### config.mk
export PLATFORM = sky130hd
export DESIGN_NAME = main_control_fsm
export DESIGN_NICKNAME = d
export VERILOG_FILES = /design/src/rtl/main_control_fsm.sv
export SDC_FILE = /design/constraint.sdc
export NUM_CORES = 1
export LEC_CHECK = 0
export CORE_UTILIZATION = 37
export DETAILED_ROUTE_END_ITERATION = 12
export HOLD_SLACK_MARGIN = 0.08
export PLACE_DENSITY = 0.74
export SETUP_SLACK_MARGIN = 0.05
export SYNTH_ARGS = -nofsm -noshare
export SYNTH_HDL_FRONTEND = slang
export SYNTH_SLANG_ARGS = --single-unit
### constraint.sdc
create_clock -name clk -period 1.37 [get_ports clk]
set_input_delay 0.274 -clock clk [delete_from_list [all_inputs] [get_ports clk]]
set_output_delay 0.274 -clock clk [all_outputs]
set_load 0.1 [all_outputs]
### src/rtl/main_control_fsm.sv
// main_control_fsm: multicycle MIPS main control FSM sequencing fetch/decode/execute/memory/write-back
module main_control_fsm (
  input  logic       clk,
  input  logic       reset,
  input  logic [5:0] opcode,
  input  logic       mem_ready,
  output logic       PCWrite,
  output logic       PCWriteCond,
  output logic       IorD,
  output logic       MemRead,
  output logic       MemWrite,
  output logic       MemtoReg,
  output logic       IRWrite,
  output logic       ALUSrcA,
  output logic       RegWrite,
  output logic       RegDst,
  output logic [1:0] PCSource,
  output logic [1:0] ALUSrcB,
  output logic [1:0] OpALU,
  output logic       illegal_op,
  output logic [3:0] state
);
  typedef enum logic [3:0] {
    FETCH = 4'd0, DECODE = 4'd1, MEMADDR = 4'd2, MEMREAD = 4'd3, MEMWB = 4'd4,
    MEMWRITE = 4'd5, EXECUTE = 4'd6, RWB = 4'd7, BRANCH = 4'd8, JUMP = 4'd9
  } state_t;
  localparam logic [5:0] OP_R = 6'b000000, OP_LW = 6'b100011, OP_SW = 6'b101011,
                         OP_BEQ = 6'b000100, OP_J = 6'b000010;
  state_t cs, ns;
  logic [5:0] op_q;
  always_ff @(posedge clk)
    if (reset) begin
      cs <= FETCH;
      op_q <= '0;
    end else begin
      cs <= ns;
      if (cs == DECODE) op_q <= opcode;
    end
  always_comb begin
    ns = FETCH;
    {PCWrite, PCWriteCond, IorD, MemRead, MemWrite, MemtoReg, IRWrite, ALUSrcA, RegWrite, RegDst} = '0;
    PCSource = 2'b00;
    ALUSrcB = 2'b00;
    OpALU = 2'b00;
    illegal_op = 1'b0;
    state = reset ? 4'd0 : cs;
    case (cs)
      FETCH: begin
        MemRead = 1'b1;
        ALUSrcB = 2'b01;
        IRWrite = mem_ready;
        PCWrite = mem_ready;
        ns = mem_ready ? DECODE : FETCH;
      end
      DECODE: begin
        ALUSrcB = 2'b11;
        ns = (opcode == OP_LW || opcode == OP_SW) ? MEMADDR :
             opcode == OP_R ? EXECUTE : opcode == OP_BEQ ? BRANCH :
             opcode == OP_J ? JUMP : FETCH;
        illegal_op = ns == FETCH;
      end
      MEMADDR: begin
        ALUSrcA = 1'b1;
        ALUSrcB = 2'b10;
        ns = op_q == OP_LW ? MEMREAD : MEMWRITE;
      end
      MEMREAD: begin
        MemRead = 1'b1;
        IorD = 1'b1;
        ns = mem_ready ? MEMWB : MEMREAD;
      end
      MEMWB: begin
        RegWrite = 1'b1;
        MemtoReg = 1'b1;
        ns = RWB;
      end
      MEMWRITE: begin
        MemWrite = 1'b1;
        IorD = 1'b1;
        ns = mem_ready ? FETCH : MEMWRITE;
      end
      EXECUTE: begin
        ALUSrcA = 1'b1;
        OpALU = 2'b10;
        ns = RWB;
      end
      RWB: begin
        RegWrite = 1'b1;
        RegDst = 1'b1;
      end
      BRANCH: begin
        ALUSrcA = 1'b1;
        OpALU = 2'b01;
        PCWriteCond = 1'b1;
        PCSource = 2'b01;
      end
      JUMP: begin
        PCWrite = 1'b1;
        PCSource = 2'b10;
      end
      default: ns = FETCH;
    endcase
    if (reset) begin
      {PCWrite, PCWriteCond, IorD, MemRead, MemWrite, MemtoReg, IRWrite, ALUSrcA, RegWrite, RegDst} = '0;
      PCSource = 2'b00;
      ALUSrcB = 2'b00;
      OpALU = 2'b00;
      illegal_op = 1'b0;
    end
  end
endmodule
==> summary.txt, run 1 <==
Status
  – Status: did not finish
  – Stop stage: clock tree synthesis
  – Err: [ERROR DPL-0038] Utilization greater than 100%, impossible to legalize

Clock network
  – CTS Buffer Depth: 2
  – H-tree depth: 1
  – Hold Buf Count CTS: 0
  – Post-CTS resize count: a little over 50
  – CTS Buf Count: 3
  – Root Driver: clkbuf_4
  – Clock Sink Count: 10
  – # Post-CTS Setup Buffers: 15

Floorplan
  – IO Pins: 30
  – Die X-Extent: about 46 um
  – Die Y: 45.9 um
  – Initial core utilization: 0.404
  – Row Count: 15

Logic synthesis
  – Adder-Cell Fraction of Synth Area: 0
  – Syn. warnings: 0
  – Post-synthesis mux area share: 0.0844
  – Mapped cell area: 712 um2
  – XOR/XNOR share of the synthesized area: 0.0369
  – Post-Syn Nets: 97
  – Syn Area/Cell: just over 8 um2
  – Post-synth cell types: 34
  – Seq cells post-synth: 10
  – Largest family of logic cells by synthesized area: simple AND/OR/NAND/NOR gates
  – Synth Area in Simple Gates: 0.381
  – Post-synth top area share: 0.281
  – Largest area contributor in the netlist: dfxtp_1
  – Sequential area share after synthesis: 0.281
  – Synth Area in Compound Gates: 0.149
  – Synth top area cells: dfxtp_1, mux2i_1, nor2_1
  – Syn Inst Count: 88

Place
  – HPWL Detailed: roughly 2.3 mm
  – Routability cong.: 0.797
  – PortBufs: 29
  – Placed cell areas: roughly 0.0016 mm2
cells in the mapped netlist:
master / number
nor2_1: 14
dfxtp_1: 10
nor3_1: 9
mux2i_1: 6
nor2b_1: 4
clkbuf_1: 3
nand2b_1: 3
xnor2_1: 3
a211oi_1: 2
a21oi_1: 2
a31oi_1: 2
buf_2: 2
inv_1: 2
nand2_1: 2
nand4b_1: 2
nor4_1: 2
or2_1: 2
or3_1: 2
a2111o_1: 1
a21o_1: 1
a22oi_2: 1
a311o_1: 1
a31o_2: 1
and2_4: 1
and3_1: 1
buf_4: 1
buf_6: 1
nand3b_1: 1
nor4_2: 1
nor4b_1: 1
nor4b_4: 1
o21ai_0: 1
o21ai_1: 1
o311ai_0: 1
per-stage QoR:
stage | setup TNS (ns) | cells | hold WS (ns) | setup WS, ns
floorplan | -11.32 | 88 | 0.353 | -1.09
global placement | -10.97 | 168 | 0.468 | -0.765
detailed placement | -12.61 | 168 | 0.496 | -0.830
logic make-up after synthesis:
family | count (synthesis)
DFF | 10
xor gates and xnor gates | 3
muxes | 6
and+or+nand+nor | 46
AOI/OAI and AO/OA | 14
buffers and inverters | 9
==> run 2: changes to the inputs <==
- CORE_AREA: unset -> 2 2 63 65
- CORE_UTILIZATION: 37 -> unset
- DIE_AREA: unset -> 0 0 65 67
- HOLD_SLACK_MARGIN: 0.08 -> unset
- PLACE_DENSITY: 0.74 -> unset
- PLACE_DENSITY_LB_ADDON: unset -> 0.15
- SETUP_SLACK_MARGIN: 0.05 -> unset
- clock period: 1.37 -> 1.8 ns (I/O delays scaled with it)
==> run 2 against run 1 <==
Against the previous run:
- the flow now finishes, with violations (negative setup slack)
- synthesized cell count did not move
- area after synthesis is the same
==> summary.txt, run 2 <==
Global routing
  – Largest net degree at the start of global routing: 13
  – First-pass GRT wire length: between 3 and 4 mm
  – Total global routing track utilization: 0.118
  – Total congestion overflow: 0
  – Initial antenna violation count: 0
  – Number of global-route vias before repair: a little under 900

Logic synthesis
  – Number of synthesized flops with an enable pin: 0
  – Syn Area/Cell: about 8 um2
  – Sequential area share after synthesis: 0.281
  – Syn Inst Count: 88
  – Async SR Flop Fraction: 0
  – Post-synth cell types: 34
  – Synth top cells by count: nor2_1, dfxtp_1, nor3_1
  – Post-synth top area share: 0.281
  – Largest area contributor in the netlist: dfxtp_1
  – Synth Flop Type: dfxtp_1
  – Seq cells post-synth: 10
  – Post-Syn Nets: 97
  – Synth top area cells: dfxtp_1, mux2i_1, nor2_1
  – Mapped cell area: 712 um2
  – Syn. warnings: 0
  – Cell with the most instances after synthesis: nor2_1

Worst setup path
  – Path depth of the worst reg2reg path: 8
  – Slowest cell on crit path: or3_4
  – CP arrival: 1.64 ns
  – Setup slack, reg-to-reg: around 0.07 ns
  – Delay of the slowest critical-path stage: 0.41 ns
  – Critical path class: reg -> out
  – CP bufs+invs: 1
  – Crit path from: cs[2]
  – Worst path top cell family by delay: simple AND/OR/NAND/NOR gates
  – Nature of the critical path endpoint: primary output
  – Worst EP required: between 1 and 1.5 ns
  – CP Cell Sequence: or3_4, a2111o_1, nor2_4, buf_12
  – Startpoint class of the critical path: flop
  – Crit path depth: 4
  – CP endpoint: illegal_op
  – Worst reg2reg startpoint: cs[2]
  – CP max FO: 3
  – Reg-to-Reg End: op_q[1]

Final layout
  – Commonest cells after routing, fill and taps aside: buf_4, buf_12, buf_6
  – Max reg flops: 6
  – Finished Core Util: 0.516
  – Ant. Diodes: 0
  – Area Growth Syn to Fin: 161%
  – Commonest non-fill, non-tap cell in the layout: buf_4
  – Top flop regs: op_q (6), cs (4)
  – Largest register by flop count: op_q
  – Proportion of layout cells with a drive suffix above 1: 0.660
  – Layout Nets: between 150 and 200
  – # fillers: between 300 and 400

Clock network
  – Hold Buf Count CTS: 0
  – Clk slew on worst S/H paths: approximately 0.050 ns
  – CTS Buf Count: 3
  – CTS Buffer Depth: 2
  – Skew-Pair Late Insertion Delay: 0.24 ns
  – CTS tree: built
  – Root Driver: clkbuf_8
  – H-tree depth: 1
  – Clock Sink Count: 10

Drt
  – Via count: ~900
  – M1 WL: roughly 900 um
  – First-pass iteration count of the detailed router: 3
  – DRT antenna net count: 0
  – Highest metal used: met4
  – Routed WL: approximately 2.4 mm
  – Met2 wire length: around 1.4 mm
  – Routed met3 length: between 100 and 150 um
  – Vias per cell: approximately 4.5
  – Wire length per cell: roughly 12 um
  – Initial DRC count: 12
  – DRC Markers: 0

Place
  – HPWL Detailed: between 1.5 and 2 mm
  – Routability cong.: ~0.74
  – PortBufs: 29

STA
  – Slew margin rel.: 0.778
  – Final Slew Violations: 0
  – Fin crit share: 1.11
  – RSZ-0062 raised after global routing: yes
  – Worst clock skew: just over 0.007 ns
  – Post-route minimum period: around 2 ns
  – Fmax: between 0.5 and 0.6 GHz
  – Worst setup margin: -0.199 ns
  – Slew @ Worst Pin: 0.329 ns
  – WHS: a little under 0.5 ns
  – Fin. Hold Viols: 0
  – Setup-failing EPs final: 12

Status
  – Status: finished with violations
  – Failing checks: negative setup slack

Floorplan
  – Die ar.: between 0.004 and 0.005 mm2
  – Initial core utilization: 0.197
  – Area of the core: approximately 0.0036 mm2
  – Die X-Extent: ~65 um
  – IO Pins: 30
  – Row Count: 22
  – Die Y: about 67 um

Job
  – Maxcap violations: 0

Power and ir drop
  – PwrDens: 454 mW/mm2
  – Leak pwr: ~0.71 nW
  – VDD IR max: between 0.2 and 0.25 mV

Hold path
  – Worst hold-check path type: reg -> reg
run 2: worst min path at each step:
stage,startpoint,end,depth (start not counted)
2_1_floorplan,opcode[4],cs[3],1
3_3_place_gp,op_q[2],op_q[2],2
3_5_place_dp,op_q[0],op_q[0],2
4_1_cts,reset,op_q[2],3
5_1_grt,reset,op_q[4],3
6_report,op_q[0],op_q[0],2
run 2: routing by layer:
| layer | global-route usage | up-vias |
|---|---|---|
| met5 | 0 | - |
| met4 | 0.0399 | 0 |
| met3 | 0.0304 | 5 |
| met2 | 0.235 | 27 |
| met1 | 0.118 | 413 |
| li1 | - | 453 |
run 2: report_power, final:
group	leakage (nW)	switching [mW]	internal (mW)	total [mW]
logic	0.600	0.178	0.146	0.324
clock network	0.0288	0.0887	0.192	0.281
registers	0.0837	0.00800	0.232	0.240
total	0.713	0.275	0.570	0.844
run 2: area by class of cell:
type | instances | area, um2 | area share
timing repair buffer | 68 | 858 | 0.461
clock buffer | 4 | 55.1 | 0.0296
sequential | 10 | 208 | 0.112
inverter | 2 | 7.51 | 0.00403
multi-input combinational | 69 | 672 | 0.361
tap | 48 | 60.1 | 0.0323
run 2: cells by family after synthesis:
kind of cell | after synthesis | share of synthesized area
DFF | 10 | 0.281
muxes | 6 | 0.0844
and+or+nand+nor | 46 | 0.381
AOI/OAI and AO/OA | 14 | 0.149
buffers and inverters | 9 | 0.0668
xor gates and xnor gates | 3 | 0.0369
run 2: timing repair:
action,in CTS,in global routing
setup buffers,5,5
hold endpoints to repair,0,0
endpoints found under the setup margin,18,14
gates resized for setup,27,16
pin swaps,6,8
run 2: worst register-to-register path, stage by stage (launching register included):
cell	delay, ns
dfxtp_2	0.31
buf_4	0.12
buf_6	0.12
buf_4	0.14
buf_4	0.16
nor4b_4	0.33
buf_6	0.19
mux2i_1	0.19
nor2_1	0.05
run 2: stage by stage:
step	area [um2]	power (mW)	setup slack, ns	TNS [ns]	cells
2_1_floorplan	863	0.407	-0.746	-5.56	88
3_3_place_gp	1620	0.545	-0.476	-4.80	188
5_1_grt	1860	0.883	-0.239	-1.74	201
6_report	1860	0.844	-0.199	-1.08	201
4_1_cts	1760	0.840	-0.205	-0.717	196
3_5_place_dp	1620	0.548	-0.500	-4.94	188
Power figures use the tool's default switching activity.
==> run 3: changes to the inputs <==
- TNS_END_PERCENT: unset -> 1
- clock period: 1.8 -> 2.15 ns (I/O delays scaled with it)
==> run 3 against run 2 <==
Against the previous run:
- the run now ends clean
- die area is the same
- register-to-register slack gained 0.58 ns
- flip-flop and latch count is the same
- power shrank 21%
- setup slack gained 0.25 ns
- worst hold slack gained 0.0020 ns
- clock power shrank 15%
- sequential share of layout area grew 2.0 points
- routed wire length shrank 7.9%
- via count shrank 7.0%
- sequential power shrank 16%
- critical path type is now in -> out
- critical endpoint unchanged
- largest cell class unchanged
==> summary.txt, run 3 (same netlist as run 2, synthesis figures left out) <==
Status
  – Status: finished, final reports clean

Drt
  – Routed WL: 2.22 mm
  – Wire length per cell: approximately 12 um
  – First-pass iteration count of the detailed router: 4
  – Initial DRC count: 18
  – DRT antenna net count: 0
  – Via count: ~840
  – Vias per cell: approximately 4.5
  – DRC Markers: 0

Worst setup path
  – Critical path class: in -> out
  – CP arrival: between 1.5 and 2 ns
  – Setup slack, reg-to-reg: 0.65 ns
  – Nature of the critical path endpoint: primary output
  – Worst path top cell family by delay: compound AO/OA/AOI/OAI gates
  – Worst EP required: between 1.5 and 2 ns
  – Startpoint class of the critical path: primary input
  – CP bufs+invs: 2
  – CP Cell Sequence: clkdlybuf4s15_1, nor4_2, a31o_2, a2111o_1, nor2_2, buf_12
  – Delay of the slowest critical-path stage: a little under 0.4 ns
  – CP max FO: 3
  – Slowest cell on crit path: a2111o_1

Global routing
  – Initial antenna violation count: 0
  – Total global routing track utilization: 0.113
  – First-pass GRT wire length: 3.77 mm
  – Total congestion overflow: 0
  – Largest net degree at the start of global routing: 16
  – Number of global-route vias before repair: 815

Place
  – HPWL Detailed: roughly 1.8 mm
  – DP Worst Slack: -0.332 ns
  – Routability cong.: between 0.7 and 0.8
  – Placed Instances: 180
  – PortBufs: 29
  – Placed cell areas: around 0.0015 mm2

Clock network
  – Skew-Pair Late Insertion Delay: between 0.2 and 0.25 ns
  – Clk slew on worst S/H paths: 0.05 ns
  – CTS Buffer Depth: 2
  – # Post-CTS Setup Buffers: 0
  – H-tree depth: 1
  – CTS tree: built
  – Hold Buf Count CTS: 0
  – CTS Buf Count: 3
  – Clock Sink Count: 10
  – Root Driver: clkbuf_8

STA
  – Fin crit share: 0.975
  – Final Slew Violations: 0
  – Setup-failing EPs final: 0
  – Fmax: 0.477 GHz
  – Fin. Hold Viols: 0
  – Worst clock skew: ~0.0046 ns
  – Slew margin rel.: 0.778
  – Worst setup margin: ~0.054 ns
  – Post-route minimum period: between 2 and 2.5 ns
  – Slew @ Worst Pin: 0.330 ns
  – RSZ-0062 raised after global routing: no

Final layout
  – Commonest non-fill, non-tap cell in the layout: buf_4
  – Fin cells: 184
  – Max reg flops: 6
  – Ant. Diodes: 0
  – Commonest cells after routing, fill and taps aside: buf_4, buf_12, nor2_1
  – Post-route design area: 0.00153 mm2
  – Proportion of layout cells with a drive suffix above 1: 0.529
  – Area Growth Syn to Fin: 115%
  – Layout Nets: approximately 150
  – Largest register by flop count: op_q
  – # fillers: about 360
  – Top flop regs: op_q (6), cs (4)

Power and ir drop
  – PwrDens: 436 mW/mm2
  – VDD IR max: 0.289 mV
  – Leak pwr: just under 0.6 nW
  – Final Total Pwr: about 0.67 mW

Floorplan
  – Initial core utilization: 0.197
  – Area of the core: ~0.0036 mm2
  – Die Y: roughly 67 um
  – Row Count: 22
  – Die ar.: around 0.0044 mm2
  – IO Pins: 30
  – Die X-Extent: 65 um

Hold path
  – Worst hold-check path type: reg -> reg

Job
  – Maxcap violations: 0
==> run 3: per-layer routing <==
metal,up-vias,part of all wire,global-route usage
li1,416,-,-
met1,386,0.44,0.127
met2,29,0.48,0.205
met3,4,0.064,0.0203
met4,0,0.016,0.0559
met5,-,0,0
==> run 3: final cells by class <==
| cell class | instances | area (um2) | share of cell area |
|---|---|---|---|
| Sequential cell | 10 | 201 | 0.131 |
| Inverter | 2 | 7.51 | 0.00490 |
| Multi-Input combinational cell | 69 | 551 | 0.359 |
| Timing Repair Buffer | 51 | 658 | 0.429 |
| Tap cell | 48 | 60.1 | 0.0392 |
| Clock buffer | 4 | 55.1 | 0.0359 |
==> run 3: where the power goes <==
part	internal (mW)	total [mW]	switching (mW)
combinational	0.0949	0.227	0.132
sequential	0.194	0.202	0.00730
clock	0.161	0.239	0.0776
==> run 3: worst register-to-register path: stages, from the launching register on <==
cell     delay [ns]
dfxtp_1        0.43
buf_4          0.24
nor4b_4        0.24
buf_4          0.22
mux2i_1        0.20
nor2_1         0.05
==> run 3: metrics by stage <==
step,hold slack (ns),setup TNS (ns),utilization
2_1_floorplan,0.451,-3.85,-
3_3_place_gp,0.482,-0.540,0.412
3_5_place_dp,0.488,-0.641,0.412
4_1_cts,0.501,0,0.425
5_1_grt,0.528,0,0.425
6_report,0.495,0,0.425
==> run 3: worst paths after layout <==
path | end | startpoint | depth (start not counted)
setup / recovery | illegal_op | opcode[5] | 6
hold reg to reg | op_q[5] | op_q[5] | 2
hold / removal | op_q[5] | op_q[5] | 2
setup reg to reg | op_q[3] | cs[0] | 5
==> run 3: timing repair <==
action / in CTS / in global routing
gates resized for setup: 14 / 1
pin swaps: 3 / 2
setup endpoints to repair: 8 / 4
